**src/rtl/udp_cmd_parser_pkg.sv**
```systemverilog
// Shared constants, state encoding and command word for the UDP command parser.
package udp_cmd_parser_pkg;

  localparam logic [7:0]  HDR0           = 8'h55;
  localparam logic [7:0]  HDR1           = 8'hAA;
  localparam logic [15:0] CMD_LEN        = 16'd8;
  localparam logic [31:0] SAMPLE_NUM_DEF = 32'd1000;
  localparam logic [31:0] SAMPLE_NUM_MAX = 32'd1_000_000;

  localparam logic [7:0] OP_SET_SAMPLE_NUM = 8'h01;
  localparam logic [7:0] OP_SET_TRIG       = 8'h02;
  localparam logic [7:0] OP_START          = 8'h10;
  localparam logic [7:0] OP_STOP           = 8'h11;

  // One-hot frame receive states
  typedef enum logic [4:0] {
    IDLE  = 5'b00001,
    RECV  = 5'b00010,
    DRAIN = 5'b00100,
    CHECK = 5'b01000,
    EXEC  = 5'b10000
  } state_t;

  // Decoded command handed from the deframer to the executor
  typedef struct packed {
    logic [7:0]  opcode;
    logic [31:0] arg;
  } cmd_t;

  // XOR of opcode and the four argument bytes
  function automatic logic [7:0] body_xor(input logic [39:0] body);
    return body[39:32] ^ body[31:24] ^ body[23:16] ^ body[15:8] ^ body[7:0];
  endfunction

endpackage

```
**src/rtl/udp_cmd_deframer.sv**
```systemverilog
// Captures 8-byte command frames from the UDP receive stream, rejects runt,
// oversize and wrong-length frames, and verifies header and checksum.
// Handshake: the input stream has no backpressure; every cycle with valid
// high carries one byte, and a frame is a maximal run of valid-high cycles.
// frame_good / frame_bad are single-cycle pulses; cmd is stable while
// frame_good is high.
module udp_cmd_deframer import udp_cmd_parser_pkg::*; (
  input  logic        clk,
  input  logic        rst,
  input  logic        valid,
  input  logic [7:0]  data,
  input  logic [15:0] length,
  output cmd_t        cmd,
  output logic        frame_good,
  output logic        frame_bad,
  output state_t      state
);

  logic [63:0] shreg;
  logic [3:0]  count;
  logic        ovf;
  logic        hdr_ok;
  logic        sum_ok;

  assign cmd    = '{opcode: shreg[47:40], arg: shreg[39:8]};
  assign hdr_ok = (shreg[63:56] == HDR0) && (shreg[55:48] == HDR1);
  assign sum_ok = (body_xor(shreg[47:8]) == shreg[7:0]);

  // Frame receive FSM: byte capture, framing errors and verdict pulses
  always_ff @(posedge clk) begin
    if (rst) begin
      state      <= IDLE;
      shreg      <= '0;
      count      <= '0;
      ovf        <= 1'b0;
      frame_good <= 1'b0;
      frame_bad  <= 1'b0;
    end else begin
      frame_good <= 1'b0;
      frame_bad  <= 1'b0;
      case (state)
        IDLE: begin
          if (valid) begin
            if (length == CMD_LEN) begin
              shreg <= {56'd0, data};
              count <= 4'd1;
              state <= RECV;
            end else begin
              state <= DRAIN;
            end
          end
        end
        RECV: begin
          if (valid) begin
            if (count == 4'd8) begin
              state <= DRAIN;
            end else begin
              shreg <= {shreg[55:0], data};
              count <= count + 4'd1;
            end
          end else if (count == 4'd8) begin
            state <= CHECK;
          end else begin
            frame_bad <= 1'b1;
            state     <= IDLE;
          end
        end
        DRAIN: begin
          if (!valid) begin
            frame_bad <= 1'b1;
            state     <= IDLE;
          end
        end
        CHECK: begin
          // Bytes arriving while a command is pending are dropped and the
          // new frame is drained as oversize once the command has executed.
          ovf <= valid;
          if (hdr_ok && sum_ok) frame_good <= 1'b1;
          else                  frame_bad  <= 1'b1;
          state <= EXEC;
        end
        EXEC: begin
          ovf   <= 1'b0;
          state <= (valid || ovf) ? DRAIN : IDLE;
        end
        default: state <= IDLE;
      endcase
    end
  end

endmodule

```
**src/rtl/udp_cmd_parser.sv**
```systemverilog
// Host command parser: decodes UDP command frames and drives the capture
// configuration plus the start/run controls, with a run interlock.
module udp_cmd_parser import udp_cmd_parser_pkg::*; (
  input  logic        rgmii_clk,
  input  logic        rst,
  input  logic        udp_rec_data_valid,
  input  logic [7:0]  udp_rec_rdata,
  input  logic [15:0] udp_rec_data_length,
  input  logic        ethernet_read_done,
  output logic [31:0] sample_num,
  output logic [7:0]  trig_mask,
  output logic [7:0]  trig_value,
  output logic        sample_run,
  output logic        start_posedge,
  output logic        cmd_ok,
  output logic        cmd_err,
  output logic [15:0] err_cnt
);

  cmd_t   cmd;
  logic   frame_good;
  logic   frame_bad;
  state_t rx_state;
  logic   done_q;
  logic   accept;
  logic   err_now;
  logic   done_rise;

  udp_cmd_deframer u_deframer (
    .clk        (rgmii_clk),
    .rst        (rst),
    .valid      (udp_rec_data_valid),
    .data       (udp_rec_rdata),
    .length     (udp_rec_data_length),
    .cmd        (cmd),
    .frame_good (frame_good),
    .frame_bad  (frame_bad),
    .state      (rx_state)
  );

  assign done_rise = ethernet_read_done & ~done_q;

  // Command acceptance: opcode legality, argument range and run interlock
  always_comb begin
    accept = 1'b0;
    if (frame_good) begin
      case (cmd.opcode)
        OP_SET_SAMPLE_NUM: accept = !sample_run && (cmd.arg != 32'd0) &&
                                    (cmd.arg <= SAMPLE_NUM_MAX);
        OP_SET_TRIG:       accept = !sample_run;
        OP_START:          accept = !sample_run;
        OP_STOP:           accept = 1'b1;
        default:           accept = 1'b0;
      endcase
    end
    err_now = frame_bad | (frame_good & ~accept);
  end

  // Executor: applies accepted commands, result pulses, run control
  always_ff @(posedge rgmii_clk) begin
    if (rst) begin
      sample_num    <= SAMPLE_NUM_DEF;
      trig_mask     <= '0;
      trig_value    <= '0;
      sample_run    <= 1'b0;
      start_posedge <= 1'b0;
      cmd_ok        <= 1'b0;
      cmd_err       <= 1'b0;
      err_cnt       <= '0;
      done_q        <= 1'b0;
    end else begin
      done_q        <= ethernet_read_done;
      start_posedge <= 1'b0;
      cmd_ok        <= accept;
      cmd_err       <= err_now;
      if (err_now && err_cnt != 16'hFFFF) err_cnt <= err_cnt + 16'd1;
      // A START in the same cycle as a read-done edge keeps the run going.
      if (accept && cmd.opcode == OP_START) begin
        sample_run    <= 1'b1;
        start_posedge <= 1'b1;
      end else if (accept && cmd.opcode == OP_STOP) begin
        sample_run <= 1'b0;
      end else if (done_rise) begin
        sample_run <= 1'b0;
      end
      if (accept && cmd.opcode == OP_SET_SAMPLE_NUM) sample_num <= cmd.arg;
      if (accept && cmd.opcode == OP_SET_TRIG) begin
        trig_mask  <= cmd.arg[15:8];
        trig_value <= cmd.arg[7:0];
      end
    end
  end

endmodule

```
**config.mk**
```make
export PLATFORM = sky130hd
export DESIGN_NAME = udp_cmd_parser
export DESIGN_NICKNAME = d
export VERILOG_FILES = /design/src/rtl/udp_cmd_parser_pkg.sv /design/src/rtl/udp_cmd_deframer.sv /design/src/rtl/udp_cmd_parser.sv
export SDC_FILE = /design/constraint.sdc
export NUM_CORES = 1
export LEC_CHECK = 0
export BUFFER_PORTS_ARGS = -buffer_cell sky130_fd_sc_hd__buf_2
export CORE_ASPECT_RATIO = 0.8
export CORE_MARGIN = 2
export CORE_UTILIZATION = 45
export CTS_CLUSTER_DIAMETER = 150
export DETAILED_ROUTE_END_ITERATION = 10
export PLACE_DENSITY = 0.77
export SLEW_MARGIN = 15
export SYNTH_ARGS = -nofsm -noshare
export SYNTH_HDL_FRONTEND = slang
export SYNTH_SLANG_ARGS = --single-unit
```
**constraint.sdc**
```tcl
create_clock -name rgmii_clk -period 2.1 [get_ports rgmii_clk]
set_clock_uncertainty 0.05 [all_clocks]
set_input_delay 0 -clock rgmii_clk [delete_from_list [all_inputs] [get_ports rgmii_clk]]
set_output_delay 0 -clock rgmii_clk [all_outputs]
set_load 0.03 [all_outputs]
```
==> results.txt <==
The first-iteration detailed-routing DRC count is 416. The clock buffer count from CTS is 17. The data required time at the worst endpoint came out at ~2.4 ns. The number of remaining DRC errors came out at 0. Across the run, the number of max-cap violations was 0. The final route contains approximately 5300 vias.

The initial antenna violation count is 0. Derived from the worst setup path, the maximum achievable clock frequency is around 0.46 GHz. The count of nets left with antenna violations once routing finished came out at 0. The final setup violation count is 9. The number of global-route vias before repair came out at 5051. Of the cells placed in the final design, the portion with a size suffix greater than 1 is between 20 and 30%. The pin slew with the least headroom to its limit is about 0.48 ns.

The antenna diode count is 0. The critical path class is register to register. The post-synthesis net count is between 600 and 700. The die is 134 microns wide.

The maximum buffer depth of the clock tree is 2. Each instance of the synthesized netlist takes up on average 9.22 sq um. The count of cell types in the netlist is 52. The number of detailed-route iterations in the first pass is 5. The clock-pin slew of the registers on the worst-case setup and hold paths came out at 0.06 ns. The total of warnings raised by yosys is 0. The run finished, with violations left. Setup repair after global routing could not meet its margin everywhere. Of all nets on the critical path, the largest fanout is 8. The via density per instance came out at 5.36. The post-synthesis register bit count is between 100 and 150. The number of port buffers is 95. In this run the core area contains 37 standard-cell rows. The root buffer cell chosen for the clock tree is clkbuf_16.

TritonCTS built the clock tree. The number of instances in the synthesized netlist is around 660. The area of the placeable core is 13000 sq um. The analysis attributes to cell leakage a power of approximately 3.5 nW. The H-tree depth is 4. The commonest register cell after synthesis is dfxtp_1. For the worst setup path, the data arrival time is 2.46 ns. In the final design database the tool counted 828 nets.

The worst setup path is captured at a register. The final layout contains routed wiring with a total length of roughly 15 mm. The post-synthesis to final-layout area growth is 32.7%. At the end of the flow the core is filled with cells to between 60% and 70%. The global routing usage summed across all routing layers came out at between 20 and 25%.

Once routing completed, OpenROAD measured the worst setup slack at -0.0622 ns. The tightest min-delay check is of the input pin to register type. The maximum vdd ir drop came out at 872 uV. The fraction of the yosys area taken by sequential cells came out at between 40% and 50%. After detailed routing, the average wire length per cell comes to around 16 microns. The max-slew violation total from the final report was 0. The detailed placer's ending HPWL came out at 9.85 mm. In the finished design, the share of the clock period the worst path needs comes to 103%.

For this run, asynchronously set or reset flops after synthesis account for 0%. The hold violation total from the final report is 0. The global-route wire length before repair is roughly 25 mm. The routability congestion estimate is 0.860.

The number of flops mapped to enable cells by yosys is 0. The overflow left after global routing came out at 0. The number of sinks driven by the clock tree came out at 145. The die outline area is around 14000 sq um. STA classifies the critical path startpoint as a register. Counting I/O delays and the setup requirement, the final critical path takes around 2.2 ns.

The final reports fail on negative setup slack. The die height is around 110 microns. The total power divided by cell area came out at 867 nW/um^2. The largest net degree at the start of global routing came out at between 80 and 90. The initial core utilization is 46.5%. The mapped netlist covers between 6000 and 7000 sq um. Measured against its own limit, the worst slew margin works out to 68.3%.

The later-pin clock latency in the skew report came out at roughly 0.42 ns. The top-level port count is 96. OpenSTA, run right after detailed placement, puts the worst setup slack at -0.127 ns.
## where the power goes
group | leakage [nW] | internal (mW) | total, mW | switching, mW
registers | 1.17 | 2.82 | 2.89 | 0.0720
clock network | 0.302 | 2.01 | 3.23 | 1.22
logic | 2.00 | 0.355 | 0.839 | 0.485
total | 3.47 | 5.18 | 6.96 | 1.78
## sequential cells by signal, indices dropped and copies added (netlist names), 4 cells and up
| signal | count |
|---|---|
| u_deframer.shreg | 64 |
| sample_num | 32 |
| trig_value | 8 |
| err_cnt | 16 |
| u_deframer.count | 4 |
| u_deframer.state | 5 |
| trig_mask | 8 |
## stage by stage
| stage | power, mW | cells | area [sq um] | hold slack, ns | TNS (ns) |
|---|---|---|---|---|---|
| 6_report | 6.96 | 985 | 8030 | 0.0622 | -0.382 |
| 5_1_grt | 7.22 | 985 | 8030 | 0.122 | -2.31 |
| 4_1_cts | 6.97 | 983 | 7890 | 0.0580 | -0.256 |
| 3_5_place_dp | 3.74 | 938 | 7070 | 0.208 | -1.23 |
| 3_3_place_gp | 3.72 | 938 | 7070 | 0.202 | -1.24 |
| 2_1_floorplan | 3.48 | 656 | 6070 | 0.0782 | 0 |
## layout by cell type, fill, tap and decap left out, types with 9 or more instances in the layout
cell / Yosys / routed
buf_4: 2 / 56
clkbuf_16: 0 / 19
xnor2_1: 18 / 17
a22oi_1: 57 / 57
dfxtp_1: 145 / 141
a21oi_1: 25 / 22
nand2_1: 44 / 43
and2_1: 16 / 15
mux2i_1: 38 / 37
xor2_1: 10 / 10
dlygate4sd3_1: 0 / 11
nor2_1: 113 / 112
buf_2: 11 / 94
o21ai_0: 10 / 10
nor3_1: 13 / 11
nand3_1: 9 / 9
inv_1: 10 / 10
## worst paths after layout
kind	from	end	slack, ns	depth (start not counted)
max	u_deframer.shreg[18]$_SDFFE_PP0P_	err_cnt[3]$_SDFFE_PP0P_	-0.06	7
min	udp_rec_data_length[9]	u_deframer.state[2]$_SDFFE_PP0P_	0.06	7
max reg2reg	u_deframer.shreg[18]$_SDFFE_PP0P_	err_cnt[3]$_SDFFE_PP0P_	-0.06	7
min reg2reg	sample_num[28]$_SDFFE_PP0P_	sample_num[28]$_SDFFE_PP0P_	0.40	1
## synth_stat cells (2+ instances only)
cell,instances,area share (%)
a211oi_1,2,0.25
a21oi_1,25,2.1
a22oi_1,57,7.1
a31oi_1,3,0.31
and2_1,16,1.7
and3_1,4,0.41
and3b_1,2,0.29
and4_1,3,0.43
buf_2,11,0.91
buf_4,2,0.25
clkbuf_1,33,2.0
dfxtp_1,145,48
ha_1,3,0.62
inv_1,10,0.62
mux2_2,4,0.74
mux2i_1,38,6.3
nand2_1,44,2.7
nand2b_1,2,0.21
nand3_1,9,0.74
nand3b_1,2,0.25
nand4_1,8,0.83
nor2_1,113,7.0
nor2b_1,9,0.93
nor3_1,13,1.1
nor4_1,10,1.0
nor4b_1,4,0.58
nor4bb_1,2,0.33
o2111ai_1,2,0.29
o21ai_0,10,0.83
o22ai_1,2,0.21
o31ai_1,4,0.50
or3_1,8,0.83
or4_1,5,0.62
xnor2_1,18,2.6
xnor3_1,7,2.6
xor2_1,10,1.4
## worst max-delay path: stages, from the launching register on
cell	delay [ns]
dfxtp_2	0.33
nor4_4	0.27
nand4_1	0.16
o2111a_2	0.33
a31o_4	0.30
buf_4	0.17
or3_1	0.34
a21oi_1	0.13
## layout make-up
type | instances | area [sq um]
fillers | 1050 | 4980
multi-input cells | 454 | 3070
flip-flops and latches | 145 | 2910
repair buffers | 169 | 1160
clock buffers | 18 | 429
well taps | 175 | 219
clock inverters | 14 | 201
inverters | 10 | 37.5
## logic make-up after synthesis
| group | count (synthesis) | synth area share, % |
|---|---|---|
| adder cells (fa/ha/maj) | 3 | 0.621 |
| AO/OA/AOI/OAI | 113 | 12.8 |
| multiplexers | 42 | 7.03 |
| XOR/XNOR | 35 | 6.66 |
| AND/OR/NAND/NOR | 260 | 20.8 |
| flip-flops | 145 | 48.0 |
| buffers and inverters | 58 | 4.10 |
## layer usage
layer	part of all wire, %	vias to the layer above	track usage [%]
li1	-	2589	-
met1	48	2498	30.4
met2	44	171	33.8
met3	6.6	22	5.41
met4	1.8	0	7.83
met5	0	-	0
## repair_timing
item / in CTS / in global routing
setup buffers: 1 / 0
setup endpoints to repair: 44 / 108
resized for setup: 13 / 18
endpoints found under the hold margin: 40 / 0
gates cloned: 1 / 2
pin swaps: 16 / 14
hold buffers: 11 / 0
(Power assumes the default switching activity.)
